<file path="src/rtl/fetch_unit.sv">
// Two-wide fetch stage: one outstanding 64-bit imem read, responses packed into IF_IB_PACKET pairs.
// Optional macro FETCH_PERF_EN adds saturating bundle/drop counters (perf_bundles, perf_drops).

package fetch_pkg;
    localparam int XLEN = 32;

    typedef struct packed {
        logic            valid;
        logic [31:0]     inst;
        logic [XLEN-1:0] PC;
        logic [XLEN-1:0] NPC;
    } IF_IB_PACKET;
endpackage

module fetch_unit
    import fetch_pkg::*;
#(
    parameter int              XLEN     = fetch_pkg::XLEN,
    parameter logic [XLEN-1:0] RESET_PC = '0
) (
    input  logic                   clock,
    input  logic                   reset,
    input  logic                   squash,
    input  logic [XLEN-1:0]        squash_pc,
    input  logic                   ib_stall,
    output logic                   proc2Imem_req,
    output logic [XLEN-1:0]        proc2Imem_addr,
    input  logic                   Imem2proc_ack,
    input  logic                   Imem2proc_valid,
    input  logic [63:0]            Imem2proc_data,
`ifdef FETCH_PERF_EN
    output logic [31:0]            perf_bundles,
    output logic [15:0]            perf_drops,
`endif
    output IF_IB_PACKET [0:1]      if_ib_packet
);

    typedef enum logic [1:0] {IDLE, REQ, WAIT, DROP} state_e;

    state_e            state_q, state_d;
    logic [XLEN-1:0]   pc_q, pc_d;
    IF_IB_PACKET [0:1] pkt_q, pkt_d;
    logic [XLEN-1:0]   base;
    logic              emit;

    assign base           = {pc_q[XLEN-1:3], 3'b000};
    assign proc2Imem_req  = (state_q == REQ);
    assign proc2Imem_addr = base;
    assign if_ib_packet   = pkt_q;

    always_ff @(posedge clock or negedge reset) begin
        if (!reset) begin
            state_q <= IDLE;
            pc_q    <= RESET_PC;
            pkt_q   <= '0;
        end else begin
            state_q <= state_d;
            pc_q    <= pc_d;
            pkt_q   <= pkt_d;
        end
    end

    // Squash wins over everything; an acked-but-undelivered read must be drained in DROP.
    always_comb begin
        state_d = state_q;
        pc_d    = pc_q;
        emit    = 1'b0;
        if (squash) begin
            pc_d = squash_pc & ~XLEN'(3);
            case (state_q)
                IDLE:    state_d = IDLE;
                REQ:     state_d = Imem2proc_ack ? DROP : IDLE;
                WAIT,
                DROP:    state_d = Imem2proc_valid ? IDLE : DROP;
                default: state_d = IDLE;
            endcase
        end else begin
            case (state_q)
                IDLE:    if (!ib_stall) state_d = REQ;
                REQ:     if (Imem2proc_ack) state_d = WAIT;
                WAIT: begin
                    if (Imem2proc_valid) begin
                        emit    = 1'b1;
                        pc_d    = base + XLEN'(8);
                        state_d = ib_stall ? IDLE : REQ;
                    end
                end
                DROP:    if (Imem2proc_valid) state_d = IDLE;
                default: state_d = IDLE;
            endcase
        end
    end

    // A fetch PC in the upper word of the line yields a single-slot bundle.
    always_comb begin
        pkt_d = '0;
        if (emit) begin
            if (!pc_q[2]) begin
                pkt_d[0].valid = 1'b1;
                pkt_d[0].inst  = Imem2proc_data[31:0];
                pkt_d[0].PC    = base;
                pkt_d[0].NPC   = base + XLEN'(4);
                pkt_d[1].valid = 1'b1;
                pkt_d[1].inst  = Imem2proc_data[63:32];
                pkt_d[1].PC    = base + XLEN'(4);
                pkt_d[1].NPC   = base + XLEN'(8);
            end else begin
                pkt_d[0].valid = 1'b1;
                pkt_d[0].inst  = Imem2proc_data[63:32];
                pkt_d[0].PC    = base + XLEN'(4);
                pkt_d[0].NPC   = base + XLEN'(8);
            end
        end
    end

`ifdef FETCH_PERF_EN
    logic [31:0] bundles_q;
    logic [15:0] drops_q;
    logic        dropEvt;

    assign dropEvt = Imem2proc_valid &&
                     ((state_q == DROP) || (state_q == WAIT && squash));

    always_ff @(posedge clock or negedge reset) begin
        if (!reset) begin
            bundles_q <= '0;
            drops_q   <= '0;
        end else begin
            if (emit && bundles_q != '1) bundles_q <= bundles_q + 32'd1;
            if (dropEvt && drops_q != '1) drops_q <= drops_q + 16'd1;
        end
    end

    assign perf_bundles = bundles_q;
    assign perf_drops   = drops_q;
`else
    // Counters are compiled out; the datapath above is unchanged.
`endif

endmodule

</file>
<file path="config.mk">
export PLATFORM = sky130hd
export DESIGN_NAME = fetch_unit
export DESIGN_NICKNAME = d
export VERILOG_FILES = /design/src/rtl/fetch_unit.sv
export SDC_FILE = /design/constraint.sdc
export NUM_CORES = 1
export LEC_CHECK = 0
export BUFFER_PORTS_ARGS = -buffer_cell sky130_fd_sc_hd__clkbuf_2
export CAP_MARGIN = 20
export CORE_UTILIZATION = 50
export DETAILED_ROUTE_END_ITERATION = 10
export HOLD_SLACK_MARGIN = 0.08
export PLACE_DENSITY = 0.87
export SETUP_SLACK_MARGIN = 0.2
export SLEW_MARGIN = 10
export SYNTH_ARGS = -nofsm -noshare
export SYNTH_HDL_FRONTEND = slang
export SYNTH_SLANG_ARGS = --single-unit
</file>
<file path="constraint.sdc">
create_clock -name clock -period 2.8 [get_ports clock]
set_input_delay 0.42 -clock clock [delete_from_list [all_inputs] [get_ports clock]]
set_output_delay 0.42 -clock clock [all_outputs]
set_load 0.01 [all_outputs]
</file>
==> impl_results.md <==
* Buffers added on ports at 314
* Starting DRT DRC Count at ~350
* CTS Buf Count at 23
* Hold Fails Final Rpt at 0
* Nets at 1197
* Top delay family on crit path: simple AND/OR/NAND/NOR gates
* Die area at roughly 19000 sq um
* Maxcap violations at 0
* LEAKAGE at between 6 and 7 nW
* Final setup viols at 0
* Slew @ Worst Pin at roughly 0.80 ns
* WS Path Type: flop to flop
* Synth Area in Simple Gates at 19.5%
* Post-synth EDFFs at 0
* Multiplexer share of the synthesized area at under 10%
* Initial Util at approximately 52%
* Metal1 wirelength at ~9.4 mm
* Wire per inst at 18.0 microns
* H-tree levels at 1
* Mapped cell area at between 9000 and 10000 sq um
* Syn_area_per_cell at about 11 sq um
* Vias in the first global route at ~6700
* Metal3 WL at between 1.5 and 2 mm
* CP Cell Sequence: nand3_1 -> nor3_1 -> nand3_1 -> xor2_1 -> o21ai_0
* Post-route ant nets at 0
* CTS tree: built
* Sequential share of the synthesized area at between 50 and 60%
* Dpl cells at approximately 1300
* Outcome: complete, no violations
* FF-to-FF setup slack at 0.52 ns
* GPL Wtd Cong at just under 0.8
* Core area at 17500 sq um
* Clk sinks at around 220
* Worst Skew at about 0.01 ns
* Max IR drop VDD at roughly 0.54 mV
* Largest net degree at the start of global routing at slightly above 100
* Synth-to-Final Area Change at 24.3%
* Fin crit share at around 81%
* CTS Hold Buffers Added at 1
* Fillers at between 1000 and 1500
* DP Area at between 10000 and 15000 sq um
* Die W at roughly 140 microns
* RSZ-0062 raised after global routing: false
* GRT Total Usage at 25.2%
* First-pass GRT wire length at around 36 mm
* Share of layout cells above drive strength 1 at approximately a third
* Crit Path Max Fanout at 12
* DRC Markers at 0
* Area share of fa/ha/maj cells after synthesis at less than 1%
* Top sig layer: met5
* Via count at just under 7000
* Routed WL at about 24 mm
* Via density at roughly 5.2
* Cells after Synth at ~840
* Initial antenna violation count at 2
* Complex-gate fraction of the synthesized area at 2.22%
* Largest family of logic cells by synthesized area: simple AND/OR/NAND/NOR gates
* Cell area after layout at ~11000 sq um
* Ports at ~330
* Worst hold path class: primary input to flop
* Die Ht at around 140 microns
* Skew-Pair Late Insertion Delay at around 0.5 ns
* Data required, critical path at 3.22 ns
* Most used cell, CP: nand3_1
* Clock root buffer: clkbuf_16
* Post-synthesis async set-or-reset flop share at 100%
* Slew headroom at 46.6%
* Clock-pin slew on the worst setup and hold paths at around 0.06 ns
* Slowest cell on the critical path: nor3_1
* XOR/XNOR share of the synthesized area at a little under 8%
* Final min period at between 2 and 2.5 ns
* HPWL Detailed at around 16 mm
* Maximum clock frequency at about 440 MHz
* Final slew viol count at 0
* Clock Path Buffers at 3
* CP Buf/Inv Count at 0
* Pwr dens at roughly 650 nW/um^2
* Worst Path Arrival at 2.70 ns
* Metal2 WL at roughly 12 mm
* TNS Setup at 0 ns
* Seq cells post-synth at 215
* Post-cts sizing count at 0
* ANT cells at 0
* CP endpoint kind: flop
* Startpoint Class: flop
* Ys flop type: dfrtp_1
* Yosys warns at 0
* FP Rows at between 40 and 50
* Drt first pass iters at 4
* Post CTS Setup Buffer Count at 0
* Remaining Overflow, GRT at 0
* Yosys cell types at 36
* Post-Layout Cell Count at ~1300
* Max incr delay on CP at roughly 0.68 ns
[flip-flops by register name (all words and copies together) (netlist names)]
register,flops
state_q,2
if_ib_packet,183
pc_q,30
[per-layer routing]
metal  global-route usage (%)  up-vias
li1                         -     3185
met1                     31.8     3363
met2                     43.0      302
met3                     5.22       56
met4                     8.73        4
met5                        0        -
[Yosys cell counts, types with 7 or more instances]
| cell | instances | area (sq um) |
|---|---|---|
| nand3_1 | 36 | 180 |
| nand4_1 | 22 | 138 |
| clkbuf_1 | 41 | 154 |
| buf_2 | 22 | 110 |
| o21ai_0 | 29 | 145 |
| mux2i_1 | 34 | 340 |
| buf_4 | 46 | 345 |
| xor2_1 | 66 | 578 |
| and3_1 | 63 | 394 |
| xnor2_1 | 14 | 123 |
| nor2_1 | 101 | 379 |
| and2_1 | 34 | 213 |
| dfrtp_1 | 215 | 5380 |
| buf_1 | 7 | 26.3 |
| nand2_1 | 64 | 240 |
[worst paths after layout]
check,from,to,depth (start not counted)
max,pc_q[5]$_DFFE_PN0P_,pc_q[30]$_DFFE_PN0P_,5
min,squash_pc[17],pc_q[17]$_DFFE_PN0P_,3
max reg2reg,pc_q[5]$_DFFE_PN0P_,pc_q[30]$_DFFE_PN0P_,5
min reg2reg,pc_q[16]$_DFFE_PN0P_,if_ib_packet[16]$_DFF_PN0_,2
max in group asynchronous,reset,if_ib_packet[181]$_DFF_PN0_,3
min in group asynchronous,reset,if_ib_packet[148]$_DFF_PN0_,2
[cell families after synthesis]
kind of cell | after synthesis
simple gates | 343
flops | 215
buf+inv | 122
xor+xnor | 80
compound gates | 37
mux | 34
fa+ha+maj | 3
other cells | 1
[stage by stage]
| step | hold slack (ns) | setup WS [ns] | util [%] | total power, mW |
|---|---|---|---|---|
| after floorplan | 0.124 | 0.819 | - | 4.12 |
| after global placement | 0.504 | 0.605 | 60.3 | 4.51 |
| after detailed placement | 0.512 | 0.572 | 60.3 | 4.55 |
| after CTS | 0.100 | 0.534 | 64.4 | 7.42 |
| after global routing | 0.124 | 0.334 | 64.4 | 7.63 |
| final | 0.114 | 0.522 | 64.4 | 7.37 |
[layout by cell type (no fill, tap or decap), drive strengths merged, types with 2 or more instances in the layout]
cell and instances:
o31ai 2, dfrtp 215, and2 34, ha 3, nand3b 2, nor4 5
and3 63, nand2 65, conb 12, nand3 39, nand4 22, nor3 8
clkinv 9, mux2i 34, o221ai 2, o21ai 29, a21oi 3, xnor2 14
buf 23, xor2 66, clkbuf 342, inv 7, nor2 101
[power by group]
part | leakage, nW | internal (mW) | switching, mW | total (mW)
combinational | 2.84 | 0.398 | 0.645 | 1.04
sequential | 2.94 | 3.27 | 0.176 | 3.45
clock | 0.357 | 1.66 | 1.22 | 2.88
total | 6.14 | 5.33 | 2.04 | 7.37
[worst reg2reg max path, stage by stage (launching register included)]
cell and delay (ns):
dfrtp_1 0.60, nand3_1 0.39, nor3_1 0.68, nand3_1 0.17, xor2_1 0.17, o21ai_0 0.18
[cell type report]
cell class              count  area, sq um  area share, %
inverters                   6         22.5          0.199
flip-flops and latches    215         5380           47.6
clock buffers              29          618           5.47
multi-input cells         509         3110           27.5
clock inverters            11         91.3          0.808
repair buffers            337         1790           15.9
well taps                 225          282           2.49
Note: power is estimated with default switching activity, not from simulation.
